File: config.mk
export PLATFORM = sky130hd
export DESIGN_NAME = sequential_binary_divider
export DESIGN_NICKNAME = d
export VERILOG_FILES = /design/src/rtl/sequential_binary_divider.sv
export SDC_FILE = /design/constraint.sdc
export NUM_CORES = 1
export LEC_CHECK = 0
export BUFFER_PORTS_ARGS = -buffer_cell sky130_fd_sc_hd__buf_2
export CAP_MARGIN = 20
export CORE_MARGIN = 5
export CORE_UTILIZATION = 55
export DETAILED_ROUTE_END_ITERATION = 7
export GPL_ROUTABILITY_DRIVEN = 0
export HOLD_SLACK_MARGIN = 0.02
export PLACE_DENSITY_LB_ADDON = 0.2
export SLEW_MARGIN = 20
export SYNTH_ARGS = -nofsm -noshare
export SYNTH_HDL_FRONTEND = slang
export SYNTH_SLANG_ARGS = --single-unit
File: constraint.sdc
create_clock -name clock -period 5.45 [get_ports clock]
set_input_delay 0.545 -clock clock [delete_from_list [all_inputs] [get_ports clock]]
set_output_delay 0.545 -clock clock [all_outputs]
set_load 0.05 [all_outputs]
File: src/rtl/sequential_binary_divider.sv
// sequential_binary_divider: restoring shift-subtract unsigned divider, one quotient bit per cycle
module sequential_binary_divider #(
  parameter int dp_width = 5
) (
  input  logic                clock,
  input  logic                reset,
  input  logic                Start,
  input  logic [dp_width-1:0] Dividend,
  input  logic [dp_width-1:0] Divisor,
  output logic [dp_width-1:0] Quotient,
  output logic [dp_width-1:0] Remainder,
  output logic                Ready,
  output logic                Done,
  output logic                Div_by_zero
);
  localparam int pw = $clog2(dp_width + 1);
  typedef enum logic {IDLE, CALC} state_t;
  state_t              state;
  logic [dp_width:0]   a, a_sh, a_nx;
  logic [dp_width-1:0] q, b, q_nx;
  logic [pw-1:0]       p;
  logic                dz, ge;
  assign Ready = (state == IDLE);
  // one restoring step: shift {A,Q} left, keep the difference only when it does not go negative
  always_comb begin
    a_sh = {a[dp_width-1:0], q[dp_width-1]};
    ge   = a_sh >= {1'b0, b};
    a_nx = ge ? a_sh - {1'b0, b} : a_sh;
    q_nx = {q[dp_width-2:0], ge};
  end
  // control FSM, datapath registers and registered results
  always_ff @(posedge clock) begin
    if (reset) begin
      state       <= IDLE;
      a           <= '0;
      q           <= '0;
      b           <= '0;
      p           <= '0;
      dz          <= 1'b0;
      Quotient    <= '0;
      Remainder   <= '0;
      Div_by_zero <= 1'b0;
      Done        <= 1'b0;
    end else begin
      Done <= 1'b0;
      if (state == IDLE) begin
        if (Start) begin
          a     <= '0;
          q     <= Dividend;
          b     <= Divisor;
          p     <= pw'(dp_width);
          dz    <= (Divisor == '0);
          state <= CALC;
        end
      end else begin
        a <= a_nx;
        q <= q_nx;
        p <= p - pw'(1);
        if (p == pw'(1)) begin
          Quotient    <= q_nx;
          Remainder   <= a_nx[dp_width-1:0];
          Div_by_zero <= dz;
          Done        <= 1'b1;
          state       <= IDLE;
        end
      end
    end
  end
endmodule
=== Word-level counts from Yosys, hierarchy flattened ===
Index checks and enable logic that the tools add are counted.

* Add/sub/neg operators: 2
* Order comparisons: 1
* Equal/unequal tests: 1
* Mux-type cells: 11
* Bitwise gates (word level): 1
* Reduce and logical (&&, ||, !) cells: 5

{| class="wikitable"
|+ Operators with widths
! kind !! count
|-
| $mux 5 || 5
|-
| $ge 6x5->1 || 1
|-
| $mux 3 || 2
|-
| $logic_not 5->1 || 1
|-
| $sub 5x5->5 || 1
|-
| $mux 1 || 4
|-
| $reduce_and 2->1 || 2
|-
| $eq 3x1->1 const B || 1
|-
| $sub 3x1->3 const B || 1
|-
| $reduce_bool 2->1 || 1
|-
| $reduce_or 2->1 || 1
|-
| $not 1->1 || 1
|}

* Register bits: 32
* Bits of input ports: 13
* Output and inout port bits: 13
* Logic and storage cells: 31

=== Logic depth before layout (Yosys ltp) ===
* Depth in word-level cells: 3
* Mapped depth: 8
* Gate-level depth less buffers: 8

=== Least setup slack after synthesis ===
Ideal clock, no wire load.

* Kind: register -> register
* Start: reg q[4]
* End: reg Remainder[2]
* Setup time: 0.117 ns
* Arrival time: 1.767 ns
* Data required time: 5.333 ns
* Slack: 3.565 ns
* Stages on the path, launching flop included: 9
* Buffers on the path: 0
* Clock period less this slack: 1.885 ns
* Cells stage by stage: dfxtp_1 inv_1 ha_1 inv_1 fa_1 a21oi_2 o21ai_2 or3_1 a32o_1

* Longest elaborated chain between the ends: 2
* Elaborated cells on any way between the ends: 3
* Those cells by class: add/sub: 1; order compare: 1; mux: 1

{| class="wikitable"
|+ Ends and longest elaborated chain
! element !! line !! source
|-
| from (decl) || 20 || <nowiki>logic [dp_width-1:0] q, b, q_nx;</nowiki>
|-
| from (signal assigned) || 49 || <nowiki>q <= Dividend;</nowiki>
|-
| from (signal assigned) || 57 || <nowiki>q <= q_nx;</nowiki>
|-
| $sub 5x5->5 / $ge 6x5->1 (equally long branches) || 28, 27 ||
|-
| $mux 5 (*) || 28 || <nowiki>a_nx = ge ? a_sh - {1'b0, b} : a_sh;</nowiki>
|-
| to (signal assigned) || 61 || <nowiki>Remainder <= a_nx[dp_width-1:0];</nowiki>
|-
| to (decl) || 11 || <nowiki>output logic [dp_width-1:0] Remainder,</nowiki>
|}

Mark *: on every way between the ends. The rest lies on a longest branch, timed or not.
A chain may end at the register's enable or synchronous reset.

=== Worst setup path in the final report ===
* Start: reg q[4]
* End: reg a[0]

* Longest elaborated chain between the ends: 3
* Elaborated cells on any way between the ends: 4
* Those cells by class: add/sub: 1; order compare: 1; mux: 2

{| class="wikitable"
|+ Ends and longest elaborated chain
! element !! line !! source
|-
| $sub 5x5->5 / $ge 6x5->1 (equally long branches) || 28, 27 ||
|-
| $mux 5 (*) || 28 ||
|-
| $mux 5 (*) || 46 || <nowiki>if (state == IDLE) begin</nowiki>
|-
| to (signal assigned) || 56 || <nowiki>a <= a_nx;</nowiki>
|-
| to (decl) || 19 || <nowiki>logic [dp_width:0] a, a_sh, a_nx;</nowiki>
|}

Marked as above.

==> summary.md <==
| Metric | Value |
|---|---|
| Worst-path fanout max | 8 |
| Most frequent cells in the layout | dfxtp_1, buf_2, nor2_1, inv_1, a21oi_1 |
| Net Count, Synth | roughly 180 |
| Worst vdd ir | between 200 and 250 uV |
| CP Cell Sequence | inv_1, ha_1, inv_1, fa_1, a21oi_2, o21a_1, nand3_1, a32o_1 |
| FF-to-FF Start | q[4] |
| Post-DP HPWL | 2250 um |
| CTS H-tree lvls | 2 |
| Critical path launch point | q[4] |
| # rows | 19 |
| Worst Setup Start Kind | flop |
| Gr ovfl total | 0 |
| RSZ-0062 raised after global routing | no |
| Initial core utilization | 0.558 |
| Via count | around 1300 |
| Buffer type at the clock tree root | clkbuf_4 |
| Top area cells in the synthesized netlist | dfxtp_1, ha_1, nor2_1 |
| Die Wd | just over 60 um |
| Setup TNS | 0 ps |
| TritonCTS clock tree | done |
| FF+latch count, synth | 32 |
| Syn avg cell area | 9.19 um2 |
| I/O Buffers | 25 |
| I/O Pins | 26 |
| Clock sink count | 32 |
| Largest net degree at the start of global routing | 24 |
| M1 GR Usage | 0.214 |
| Worst path max stage delay | 410 ps |
| CTS buffer count | 5 |
| Synth area leader | dfxtp_1 |
| PwrDens | 359 nW/um2 |
| Routed Antenna Nets | 0 |
| Unique masters post-synth | 38 |
| Combinational share of power | 0.263 |
| Via density per instance | about 5.8 |
| Clock skew | approximately 19 ps |
| Max Slew Vio Count | 0 |
| CP arrival | 2330 ps |
| Post-CTS Setup Bufs | 0 |
| ANT cells | 0 |
| Fin worst setup slack | roughly 3400 ps |
| Synth Instances | about 160 |
| Most used cell, CP | inv_1 |
| Clock power share | 0.303 |
| YS warnings | 0 |
| Grt met2 use | 0.262 |
| Worst-Margin Slew | 1080 ps |
| CORE AREA | between 2000 and 3000 um2 |
| Routed WL per cell | between 10 and 15 um |
| Static Leak | 0.729 nW |
| Worst min path class | primary input to flop |
| Commonest non-fill, non-tap cell in the layout | dfxtp_1 |
| Syn-to-layout area delta | 12.8% |
| Die span in y | between 60 and 70 um |
| GRT Total Usage | 0.171 |
| Post-layout min period | roughly 2100 ps |
| Layout cells sized above 1 | 0.219 |
| Final nets | 207 |
| Vias in the first global route | around 1200 |
| Fin crit share | 0.382 |
| Worst-Skew Late Latency | ~340 ps |
| Slowest CP cell | fa_1 |
| Status | complete, no violations |
| Hold path start | Divisor[4] |
| Dpl cell area | roughly 1600 um2 |
| CTS Hold Bufs | 0 |
| Synthesized area | around 1500 um2 |
| Final Hold Viols | 0 |
| Post_cts resized | 0 |
| # DRC | 0 |
| # fillers | ~250 |
| Critical Path RT | ~5700 ps |
| Count of final setup violators | 0 |
| Internal | 0.402 mW |
| Worst setup EP type | flop |
| Seq/Total Area, Yosys | 0.428 |
| Antenna violations before repair | 0 |
| Die area | ~3900 um2 |
| Clock-pin slew on the worst setup and hold paths | 110 ps |
| Dpl ws | 3400 ps |
| Max_cap viols | 0 |
| Final Non-Filler Cells | approximately 220 |
| First-pass GRT wire length | approximately 5500 um |
| Share of the synthesized area in the top cell type | 0.428 |
| Fmax | 481 MHz |
| Pre-antenna DRT Iters | 4 |
| DP Cell Count | 210 |
| Routed WL | between 3000 and 4000 um |
| Switch Pwr | between 0.2 and 0.25 mW |
| GR peak layer | met2 |
| GR Layer Usage met3 | 0.0685 |
| Seq pwr share | 0.435 |
| Setup Crit Path Kind | flop to flop |
| Iter 0 DRT Violations | 60 |
| Slew HR | 0.274 |
| Finished Cell Area | ~1700 um2 |
| Switching part of the total | 0.337 |
| Clk buf depth | 2 |
[layout make-up]
type / count / area (um2) / area share
clock inverters: 3 / 42.5 / 0.0252
inverters: 11 / 41.3 / 0.0244
multi-input cells: 111 / 763 / 0.452
clock buffers: 5 / 37.5 / 0.0222
repair buffers: 25 / 125 / 0.0741
flip-flops and latches: 32 / 641 / 0.379
well taps: 31 / 38.8 / 0.0230
[critical path: cells and delay by family (launching register included)]
family                     cells  cell delay [ps]
buffers and inverters          2              140
and+or+nand+nor                1              150
adders and majority gates      2              570
AOI/OAI and AO/OA              3              790
DFF                            1              330
[final timing paths]
path                        to  slack, ps  cells past startpoint
setup / recovery          a[0]       3370                      8
hold / removal            b[4]        440                      3
setup reg to reg          a[0]       3370                      8
hold reg to reg   Remainder[3]        460                      2
[cell families (layout without fill, tap and decap cells)]
kind of cell	count (synthesis)	in the layout	synth area share
xor+xnor	1	1	0.00585
mux	6	6	0.0401
buf+inv	20	44	0.0627
flops	32	32	0.428
compound gates	45	45	0.226
simple gates	51	51	0.166
fa+ha+maj	8	8	0.0718
[state kept, by name, summed over array words and instances (netlist names)]
register     cells
state            1
Quotient         5
Remainder        5
p                3
b                5
Div_by_zero      1
q                5
dz               1
a                5
Done             1
[through the flow]
stage / utilization / power [mW] / hold slack, ps
after floorplan: - / 0.390 / 443
after global placement: 0.599 / 0.422 / 443
after detailed placement: 0.599 / 0.425 / 445
after CTS: 0.629 / 0.609 / 434
after global routing: 0.629 / 0.643 / 435
final: 0.629 / 0.607 / 441
[power by group through the flow]
stage	combinational, mW	sequential (mW)	clock, mW
after CTS	0.158	0.264	0.187
after floorplan	0.116	0.274	0
after global placement	0.153	0.268	0
final	0.159	0.264	0.184
after global routing	0.176	0.267	0.200
after detailed placement	0.156	0.269	0
[layer usage]
| layer | vias up | part of all wire |
|---|---|---|
| met5 | - | 0 |
| met4 | 0 | 0.019 |
| met3 | 7 | 0.064 |
| met2 | 38 | 0.46 |
| met1 | 592 | 0.45 |
| li1 | 627 | - |
[synth_stat cells (all sizes together)]
library cell / instances
a211oi: 3
a21o: 1
a21oi: 11
a22o: 6
a31o: 1
a31oi: 1
a32o: 6
and3: 1
and3b: 1
buf: 8
clkbuf: 1
dfxtp: 32
fa: 1
ha: 7
inv: 11
mux2i: 6
nand2: 9
nand2b: 3
nand3: 4
nand4: 4
nor2: 21
nor2b: 3
nor3: 3
o2111ai: 1
o211ai: 4
o21a: 3
o21ai: 5
o21bai: 1
o31a: 1
o32a: 1
or3: 2
xnor2: 1
Note: power is estimated with default switching activity, not from simulation.
